## config.mk

```make
export PLATFORM = sky130hd
export DESIGN_NAME = lcd_bus_receiver
export DESIGN_NICKNAME = d
export VERILOG_FILES = /design/src/rtl/lcd_bus_receiver.sv
export SDC_FILE = /design/constraint.sdc
export NUM_CORES = 1
export LEC_CHECK = 0
export ABC_AREA = 1
export CAP_MARGIN = 40
export CORE_ASPECT_RATIO = 1.4
export CORE_UTILIZATION = 45
export DETAILED_ROUTE_END_ITERATION = 12
export GPL_ROUTABILITY_DRIVEN = 0
export GPL_TIMING_DRIVEN = 0
export PLACE_DENSITY = 0.67
export SYNTH_ARGS = -nofsm -noshare
export SYNTH_HDL_FRONTEND = slang
export SYNTH_SLANG_ARGS = --single-unit
```

## constraint.sdc

```tcl
create_clock -name clk -period 3.52 [get_ports clk]
set_clock_uncertainty 0.2 [all_clocks]
set_input_delay 0.704 -clock clk [delete_from_list [all_inputs] [get_ports clk]]
set_output_delay 0.704 -clock clk [all_outputs]
set_load 0.005 [all_outputs]
```

## src/rtl/lcd_bus_receiver.sv

```systemverilog
// Display-side responder for an 8080-style 8-bit write bus: decodes commands,
// tracks the CASET/PASET window and write cursor, and emits one write per RGB565 pixel.
module lcd_bus_receiver #(
  parameter int unsigned COLS = 240,
  parameter int unsigned ROWS = 320,
  parameter int unsigned AW   = 9
) (
  input  logic          clk,
  input  logic          nrst,
  input  logic          wr,
  input  logic          dcx,
  input  logic [7:0]    D,
  output logic          pix_we,
  output logic [AW-1:0] pix_x,
  output logic [AW-1:0] pix_y,
  output logic [15:0]   pix_data,
  output logic          cmd_valid,
  output logic [7:0]    cmd_code,
  output logic          sleep_out,
  output logic          display_on,
  output logic          param_err
);

  localparam logic [15:0]   COLS_W = 16'(COLS);
  localparam logic [15:0]   ROWS_W = 16'(ROWS);
  localparam logic [AW-1:0] EC_RST = AW'(COLS - 1);
  localparam logic [AW-1:0] ER_RST = AW'(ROWS - 1);

  typedef enum logic [2:0] {
    S_IDLE, S_CASET_P, S_PASET_P, S_RAM_HI, S_RAM_LO, S_SKIP
  } state_t;

  state_t        r_state, w_state_nxt;
  logic          r_wr_d;
  logic [1:0]    r_pcnt;
  logic [7:0]    r_p0, r_p1, r_p2, r_hi;
  logic [AW-1:0] r_sc, r_ec, r_sr, r_er, r_cx, r_cy;

  logic          w_ev, w_cmd, w_dat, w_win_ok, w_x_wrap;
  logic [15:0]   w_start, w_end, w_lim;
  logic [AW-1:0] w_cx_nxt, w_cy_nxt;

  // State register
  always_ff @(posedge clk or negedge nrst) begin
    if (!nrst) r_state <= S_IDLE;
    else       r_state <= w_state_nxt;
  end

  // Next-state decode
  always_comb begin
    w_state_nxt = r_state;
    if (w_cmd) begin
      case (D)
        8'h2A:                      w_state_nxt = S_CASET_P;
        8'h2B:                      w_state_nxt = S_PASET_P;
        8'h2C:                      w_state_nxt = S_RAM_HI;
        8'h01, 8'h11, 8'h28, 8'h29: w_state_nxt = S_IDLE;
        default:                    w_state_nxt = S_SKIP;
      endcase
    end else if (w_dat) begin
      case (r_state)
        S_CASET_P, S_PASET_P: if (r_pcnt == 2'd3) w_state_nxt = S_IDLE;
        S_RAM_HI:             w_state_nxt = S_RAM_LO;
        S_RAM_LO:             w_state_nxt = S_RAM_HI;
        default:              w_state_nxt = r_state;
      endcase
    end
  end

  // Byte event, window validation and cursor advance
  always_comb begin
    w_ev     = wr & ~r_wr_d;
    w_cmd    = w_ev & ~dcx;
    w_dat    = w_ev & dcx;
    w_start  = {r_p0, r_p1};
    w_end    = {r_p2, D};
    w_lim    = (r_state == S_PASET_P) ? ROWS_W : COLS_W;
    w_win_ok = (w_start <= w_end) && (w_end < w_lim);
    w_x_wrap = (r_cx == r_ec);
    w_cx_nxt = w_x_wrap ? r_sc : r_cx + AW'(1);
    w_cy_nxt = r_cy;
    if (w_x_wrap) w_cy_nxt = (r_cy == r_er) ? r_sr : r_cy + AW'(1);
  end

  // Registered datapath and outputs
  always_ff @(posedge clk or negedge nrst) begin
    if (!nrst) begin
      r_wr_d     <= 1'b0;
      r_pcnt     <= 2'd0;
      r_p0       <= 8'd0;
      r_p1       <= 8'd0;
      r_p2       <= 8'd0;
      r_hi       <= 8'd0;
      r_sc       <= '0;
      r_ec       <= EC_RST;
      r_sr       <= '0;
      r_er       <= ER_RST;
      r_cx       <= '0;
      r_cy       <= '0;
      pix_we     <= 1'b0;
      pix_x      <= '0;
      pix_y      <= '0;
      pix_data   <= 16'd0;
      cmd_valid  <= 1'b0;
      cmd_code   <= 8'd0;
      sleep_out  <= 1'b0;
      display_on <= 1'b0;
      param_err  <= 1'b0;
    end else begin
      r_wr_d    <= wr;
      pix_we    <= 1'b0;
      cmd_valid <= 1'b0;
      param_err <= 1'b0;
      if (w_cmd) begin
        cmd_valid <= 1'b1;
        cmd_code  <= D;
        r_pcnt    <= 2'd0;
        case (D)
          8'h01: begin
            r_sc       <= '0;
            r_ec       <= EC_RST;
            r_sr       <= '0;
            r_er       <= ER_RST;
            r_cx       <= '0;
            r_cy       <= '0;
            sleep_out  <= 1'b0;
            display_on <= 1'b0;
          end
          8'h11: sleep_out  <= 1'b1;
          8'h29: display_on <= 1'b1;
          8'h28: display_on <= 1'b0;
          8'h2C: begin
            r_cx <= r_sc;
            r_cy <= r_sr;
          end
          default: ;
        endcase
      end else if (w_dat) begin
        case (r_state)
          S_CASET_P, S_PASET_P: begin
            r_pcnt <= r_pcnt + 2'd1;
            case (r_pcnt)
              2'd0: r_p0 <= D;
              2'd1: r_p1 <= D;
              2'd2: r_p2 <= D;
              default: begin
                if (!w_win_ok) begin
                  param_err <= 1'b1;
                end else if (r_state == S_CASET_P) begin
                  r_sc <= AW'(w_start);
                  r_ec <= AW'(w_end);
                end else begin
                  r_sr <= AW'(w_start);
                  r_er <= AW'(w_end);
                end
              end
            endcase
          end
          S_RAM_HI: r_hi <= D;
          S_RAM_LO: begin
            pix_we   <= 1'b1;
            pix_x    <= r_cx;
            pix_y    <= r_cy;
            pix_data <= {r_hi, D};
            r_cx     <= w_cx_nxt;
            r_cy     <= w_cy_nxt;
          end
          default: ;
        endcase
      end
    end
  end

endmodule

```

==> metrics, run 1 <==
status finished clean; required time of the critical path 3680 ps; ys flop type dfrtp_1; initial antenna violation count 0; clk buf depth 2; row count 53; placed cells 1108; drt total wl 17800 µm; PnR worst setup slack 210 ps; largest stage delay on the critical path 480 ps; Total GRT Usage 24.5%; worst-case reg-to-reg path depth 15; DRT antenna net count 0; Root Buffer Master clkbuf_16; die width 107 µm; drt initial violations 430; port bufs 58; worst slack, placed -245 ps; initial core utilization 46.4%; TritonCTS clock tree built; largest net degree at the start of global routing 95; RSZ-0062 raised after global routing false; Fillers 1401; Tmin final 3310 ps; Slew Viols, Final 0; TNS Setup 0 ps; f_max 302 MHz; Vias/cell 5.16; vias in the first global route 5755; DRC 0; reg2reg end r_sr[1]; FF-to-FF Start r_state[0]; # setup viols final 0; Skew-Pair Late Insertion Delay 430 ps; Post-DP HPWL 12900 µm; Reg2Reg Setup Slack 810 ps; vias 5881; synthesized area 6980 µm²; die area 16000 µm²; H-Tree Level Count 4; share of cells above drive strength 1 9.40%; number of diodes 0; Hold Path Class in -> async; Pwr Total 6.48 mW; CTS clk-pin slew, worst paths 60 ps; relative slew slack 54.6%; Power Density 766 nW/µm²; sequential fraction of the synthesis area 50.1%; critical path capture point type flip-flop; placed instance area 7830 µm²; critical path class in -> reg; #FFs+latches synth 139; first-pass GRT wire length 29400 µm; Syn-to-layout area delta 21.3%; DR WL/cell 15.7 µm; Die Y 149 µm; Leak 4.22 nW; yosys warns 0; post-route cell area 8460 µm²; Worst Path Max Fanout 10; Pre-Repair DR Iteration Count 7; VDD IR-drop max 0.378 mV; Core Area 15100 µm²; Post-synth EDFFs 0; FFs w/ async S/R, synth 100%; num ports 59; Netlist cell types 37; crit path DAT 3470 ps; crit-path cells clkdlybuf4s50_1, inv_2, clkbuf_1, ha_1, nand2_1, nand2_1, nand2_1, nand2_1, nand2_1, nand2_1, nand2_1, nand2_1, nand2_1, nand3_1, nand2_1, buf_4, buf_2, nand3_1, nand2_1; clock sinks 139; period utilisation layout 94.0%; total grt overflow 0; Cells after Synth 857; syn_area_per_cell 8.14 µm²; Slowest-stage cell, CP clkbuf_1; fin cells 1139; most used cell, CP nand2_1; total CTS buffers 17; Final Hold Vio Count 0; Worst Max-Slew Pin Slew 681 ps; maxcap violations 0; nets 969; Critical Path Source Type primary input; Synthesized Nets 892
==> layer usage <==
metal	global-route usage, %	routed length [µm]
met4	13.1	708
met5	0	0
met3	5.02	820
met2	41.3	8960
met1	29.4	7350
==> worst max-delay path, delay by kind of cell <==
family,cells,cell delay (ps)
buffers and inverters,5,1420
AND/OR/NAND/NOR,13,990
adder cells (fa/ha/maj),1,350
==> cell families after synthesis <==
logic type	after synthesis	share of synthesized area, %
flops	139	50.1
simple gates	442	26.7
xor+xnor	27	3.39
buf+inv	116	7.03
fa+ha+maj	23	4.12
compound gates	110	8.64
==> worst max-delay path by stage <==
stage | start | endpoint | slack (ps) | depth (start not counted)
after CTS | D[5] | r_sr[1] | 160 | 17
after detailed placement | D[5] | r_sr[1] | -250 | 17
after global routing | D[3] | r_sr[1] | 4 | 16
final | D[1] | r_sr[1] | 210 | 19
after floorplan | D[5] | r_sc[1] | 840 | 17
after global placement | nrst | cmd_code[6] | -4020 | 1
==> area by class of cell <==
| type | instances | area, µm² | area share [%] |
|---|---|---|---|
| Clock inverter | 14 | 195 | 2.31 |
| Inverter | 82 | 312 | 3.68 |
| Sequential cell | 139 | 3500 | 41.3 |
| Clock buffer | 18 | 439 | 5.19 |
| Tap cell | 192 | 240 | 2.84 |
| Timing Repair Buffer | 59 | 609 | 7.20 |
| Buffer | 33 | 179 | 2.11 |
| Multi-Input combinational cell | 602 | 2990 | 35.4 |
==> Yosys cell counts (all sizes together), types with 14 or more instances <==
master	count	area (µm²)
ha	23	288
xor2	16	140
dfrtp	125	3130
clkbuf	19	71.3
dfstp	14	368
nand2	311	1180
buf	15	111
nand3	76	385
o21ai	84	420
nor2	31	144
inv	80	300
a21oi	19	118
==> report_power, final <==
group	switching (mW)	internal, mW
clock network	0.699	1.20
registers	0.406	2.16
logic	1.06	0.949
total	2.17	4.31
==> metrics by stage <==
step / hold slack, ps / util [%]
global placement: 257 / 51.8
global route: 31.4 / 56.2
detailed placement: 259 / 52.0
finish: 2.48 / 56.2
CTS: 9.54 / 56.2
floorplan: 208 / -
==> sequential cells by signal, indices dropped and copies added (netlist names), 8 cells and up <==
signal	cells
pix_data	16
pix_x	9
pix_y	9
r_cx	9
r_cy	9
r_ec	9
r_er	9
r_sc	9
r_sr	9
cmd_code	8
r_hi	8
r_p0	8
r_p1	8
r_p2	8
==> placed cells by master, fill, tap and decap left out, types with 7 or more instances in the layout <==
cell type / synthesis / routed
o21ai_0: 79 / 79
nor3_1: 10 / 10
clkbuf_16: 0 / 17
a21oi_1: 17 / 17
xor2_1: 16 / 16
xnor2_1: 11 / 11
buf_2: 8 / 8
clkdlybuf4s50_1: 0 / 57
inv_2: 8 / 8
dfrtp_1: 125 / 125
nand3_1: 75 / 75
ha_1: 23 / 23
nand4_1: 7 / 7
nor2_1: 26 / 26
dfstp_2: 14 / 14
nand2_1: 308 / 308
clkbuf_1: 19 / 18
inv_1: 72 / 72
==> timing repair <==
item	CTS	global route
hold buffers	0	0
endpoints found under the setup margin	0	2
resized for setup	0	1
buffers inserted	0	0
Note: power is estimated with default switching activity, not from simulation.
==> run 2: changes to the inputs <==
- CORE_UTILIZATION: 45 -> 50
- PLACE_DENSITY: 0.67 -> 0.72
- SLEW_MARGIN: default -> 5
==> run 2 against run 1 <==
  * Register-to-register slack worse by 40 ps
  * Critical path depth decreased by 3
  * Sequential share of layout area rose by 0.061 points
  * Via count decreased by 0.31%
  * Cell area decreased by 0.15%
  * Setup slack improved by 81 ps
  * Combinational power about the same
  * Critical endpoint is now r_ec[6]
  * Largest power group unchanged
  * Highest routed layer unchanged
==> metrics, run 2 (synthesized netlist as in run 1, its figures left out) <==
Skew-Pair Late Insertion Delay 420 ps; total CTS buffers 17; fin cells 1128; Syn-to-layout area delta 21.1%; most common cell after layout, fill and taps aside nand2_1; period utilisation layout 91.7%; critical path class in -> reg; Sw Ratio 34.0%; # setup viols final 0; Total GRT Usage 26.6%; first-pass GRT wire length 28800 µm; H-Tree Level Count 4; cts repair resizes 0; Worst Path Max Fanout 10; largest net degree at the start of global routing 76; total grt overflow 0; Worst Max-Slew Pin Slew 708 ps; Internal Power 4.30 mW; crit path DAT 3390 ps; CTS clk-pin slew, worst paths 60 ps; share of power burned in registers 39.3%; port bufs 58; Fillers 1217; placed cells 1098; number of diodes 0; Power Density 772 nW/µm²; f_max 310 MHz; drt initial violations 345; clk buf depth 2; placed instance area 7820 µm²; share of cells above drive strength 1 9.41%; relative slew slack 52.8%; clock power share 29.6%; Hold Path Class in -> async; Post-DP HPWL 12400 µm; vias in the first global route 5863; TritonCTS clock tree built; Pre-Repair DR Iteration Count 5; status finished clean; DRT antenna net count 0; Leak 4.22 nW; Root Buffer Master clkbuf_16; Final Hold Vio Count 0; Vias/cell 5.20; nets 968; critical path capture point type flip-flop; RSZ-0062 raised after global routing false; Die Y 142 µm; num ports 59; Largest register FFs 16; required time of the critical path 3680 ps; most flop-heavy register pix_data; clock sinks 139; DRC 0; Slew Viols, Final 0; Tmin final 3230 ps; cts hold-fix bufs 0; initial antenna violation count 0; vias 5863; PnR worst setup slack 292 ps; worst slack, placed -297 ps; DR WL/cell 15.7 µm; Comb power frac 31.1%; die width 102 µm; VDD IR-drop max 0.393 mV; most frequent cells in the layout nand2_1 (308), dfrtp_1 (125), o21ai_0 (79); Critical Path Source Type primary input; row count 50; initial core utilization 51.6%; Post-CTS Setup Bufs 0; post-route cell area 8450 µm²; die area 14400 µm²; Sw Pwr 2.22 mW; Core Area 13500 µm²; drt total wl 17700 µm; maxcap violations 0
==> run 2: layer usage <==
metal	up-vias	part of all wire, %	track usage (%)
met1	2738	41	32.4
met3	49	4.3	4.09
met4	0	3.7	13.2
li1	2903	-	-
met5	-	0	0
met2	173	51	45.7
==> run 2: cell type report <==
type / count / area (µm²) / area share (%)
clock buffer: 17 / 425 / 5.03
buffer: 32 / 175 / 2.07
sequential: 139 / 3500 / 41.4
inverter: 82 / 312 / 3.69
clock inverter: 15 / 213 / 2.52
multi-input combinational: 602 / 2990 / 35.4
timing repair buffer: 59 / 609 / 7.21
tap: 182 / 228 / 2.70
==> run 2: power by group through the flow <==
stage,sequential [mW],combinational [mW],clock [mW]
after floorplan,2.49,1.31,0
after global placement,2.56,1.96,0
after detailed placement,2.57,2.02,0
after CTS,2.56,2.05,1.95
after global routing,2.63,2.36,2.00
final,2.56,2.03,1.93
==> run 2: metrics by stage <==
stage | hold WS [ps] | total power [mW] | TNS, ps | utilization [%]
6_report | 65.2 | 6.52 | 0 | 62.5
2_1_floorplan | 208 | 3.80 | 0 | -
3_5_place_dp | 258 | 4.59 | -7280 | 57.8
4_1_cts | 88.1 | 6.55 | 0 | 62.6
5_1_grt | 115 | 6.98 | 0 | 62.5
3_3_place_gp | 254 | 4.52 | -537210 | 57.6
==> run 2: worst max-delay path: stages <==
cell and delay [ps]:
clkdlybuf4s50_1 630, clkinvlp_4 340, ha_1 300, a21oi_1 140, nor2_1 50, nor2_1 100
nand2_1 60, nand2_1 50, nand2_1 40, nand2_1 90, nand3_1 80, nand2_1 130
buf_4 190, buf_2 230, nand3_1 130, nand2_1 100
==> run 2: worst paths after layout <==
path / start / to / slack, ps / cells past startpoint
max in group asynchronous: nrst / r_er[8] / 2230 / 2
min in group clk: r_ec[5] / r_ec[5] / 270 / 2
worst max register to register: r_state[0] / r_ec[6] / 770 / 15
worst min-delay path: nrst / r_hi[5] / 70 / 1
worst max-delay path: D[4] / r_ec[6] / 290 / 16
worst min register to register: r_ec[5] / r_ec[5] / 270 / 2
==> run 3: changes to the inputs <==
- clock period: 3.52 -> 3.39 ns (I/O delays scaled with it)
==> run 3 against run 2 <==
  * Sequential power increased by 4%
  * Sequential cell count unchanged
  * Critical path depth unchanged
  * Largest power group unchanged
  * Cell area increased by 0.58%
  * Via count decreased by 0.14%
  * First-iteration DRC count decreased by 2.0%
  * Utilization increased by 0.36 points
==> metrics, run 3 (synthesized netlist as in run 1, its figures left out) <==
DRT antenna net count 0; Comb power frac 31.2%; Critical Path Source Type primary input; f_max 319 MHz; share of power burned in registers 39.2%; DRC 0; Largest register FFs 16; Slew Viols, Final 0; fin cells 1134; TritonCTS clock tree built; Post-DP HPWL 12400 µm; Worst Max-Slew Pin Slew 700 ps; number of diodes 0; share of cells above drive strength 1 10.1%; largest net degree at the start of global routing 76; VDD IR-drop max 0.409 mV; maxcap violations 0; placed instance area 7820 µm²; Internal Power 4.47 mW; post-route cell area 8500 µm²; Sw Ratio 34.1%; first-pass GRT wire length 28800 µm; Skew-Pair Late Insertion Delay 420 ps; Hold WS 43.4 ps; placed cells 1098; Fillers 1211; crit path DAT 3290 ps; required time of the critical path 3550 ps; Sw Pwr 2.31 mW; total CTS buffers 17; Power Density 798 nW/µm²; Die Y 142 µm; nets 974; total grt overflow 0; port bufs 58; clk buf depth 2; Vias/cell 5.16; num ports 59; Final Hold Vio Count 0; status finished clean; H-Tree Level Count 4; DR WL/cell 15.7 µm; relative slew slack 53.4%; Worst Path Max Fanout 11; # setup viols final 0; critical path capture point type flip-flop; drt total wl 17800 µm; Syn-to-layout area delta 21.8%; cts hold-fix bufs 0; initial core utilization 51.6%; Pre-Repair DR Iteration Count 7; Final Util 62.9%; die area 14400 µm²; most flop-heavy register pix_data; critical path class in -> reg; Leak 4.25 nW; Total GRT Usage 26.6%; drt initial violations 338; die width 102 µm; clock sinks 139; Pwr Total 6.78 mW; RSZ-0062 raised after global routing false; Root Buffer Master clkbuf_16; clock power share 29.6%; Tmin final 3130 ps; Core Area 13500 µm²; row count 50; CTS clk-pin slew, worst paths 60 ps; Hold Path Class in -> async; period utilisation layout 92.3%; vias 5855; most common cell after layout, fill and taps aside nand2_1; initial antenna violation count 0; most frequent cells in the layout nand2_1 (308), dfrtp_1 (125), o21ai_0 (79); vias in the first global route 5863
[run 3: cell types whose count changed in the layout (fill, tap and decap cells not counted)]
cell,delta
clkinvlp_4,+1
clkinv_1,-1
buf_4,+6
[run 3: power by group through the flow]
stage                     Sequential [mW]  Combinational [mW]  Clock, mW
after floorplan                      2.58                1.36          0
after global placement               2.66                2.04          0
after detailed placement             2.67                2.09          0
after CTS                            2.66                2.12       2.02
after global routing                 2.73                2.45       2.08
final                                2.66                2.12       2.01
[run 3: area by class of cell]
cell class,instances,area (µm²),area share (%)
plain buffers,32,175,2.06
multi-input cells,602,2990,35.2
inverters,82,315,3.71
well taps,182,228,2.68
flip-flops and latches,139,3500,41.1
repair buffers,65,654,7.70
clock inverters,15,213,2.50
clock buffers,17,425,5.01
[run 3: through the flow]
stage               TNS (ps)  setup slack, ps
floorplan                  0              739
CTS                        0             31.5
global placement     -555360            -4100
finish                     0              260
global route               0             5.09
detailed placement    -11000             -401
[run 3: worst max-delay path: stages]
cell and delay [ps]:
clkdlybuf4s50_1 450, inv_1 440, ha_1 340, a21oi_1 120
nor2_1 50, nor2_1 90, nand2_1 60, nand2_1 50
nand2_1 40, nand2_1 90, nand3_1 80, nand2_1 130
buf_4 190, buf_2 230, nand3_1 130, nand2_1 100
[run 3: final timing paths]
kind,slack (ps),start,end,cells past startpoint
worst max-delay path,260,D[5],r_ec[6],16
worst min-delay path,40,nrst,r_hi[5],1
worst max register to register,660,r_state[0],r_ec[6],15
worst min register to register,270,pix_y[2],pix_y[2],2
max in group asynchronous,2110,nrst,r_er[8],2
min in group clk,270,pix_y[2],pix_y[2],2
[run 3: metal layers]
| metal | share of wire (%) | wire (µm) | global-route usage [%] | up-vias |
|---|---|---|---|---|
| li1 | - | - | - | 2903 |
| met1 | 41 | 7260 | 32.4 | 2714 |
| met2 | 51 | 9090 | 45.7 | 196 |
| met4 | 3.4 | 597 | 13.2 | 0 |
| met3 | 4.6 | 818 | 4.09 | 42 |
| met5 | 0 | 0 | 0 | - |
[run 3: repair_timing]
action                     CTS  global route
setup endpoints to repair    0            32
setup buffers                0             6
resized for setup            0             2
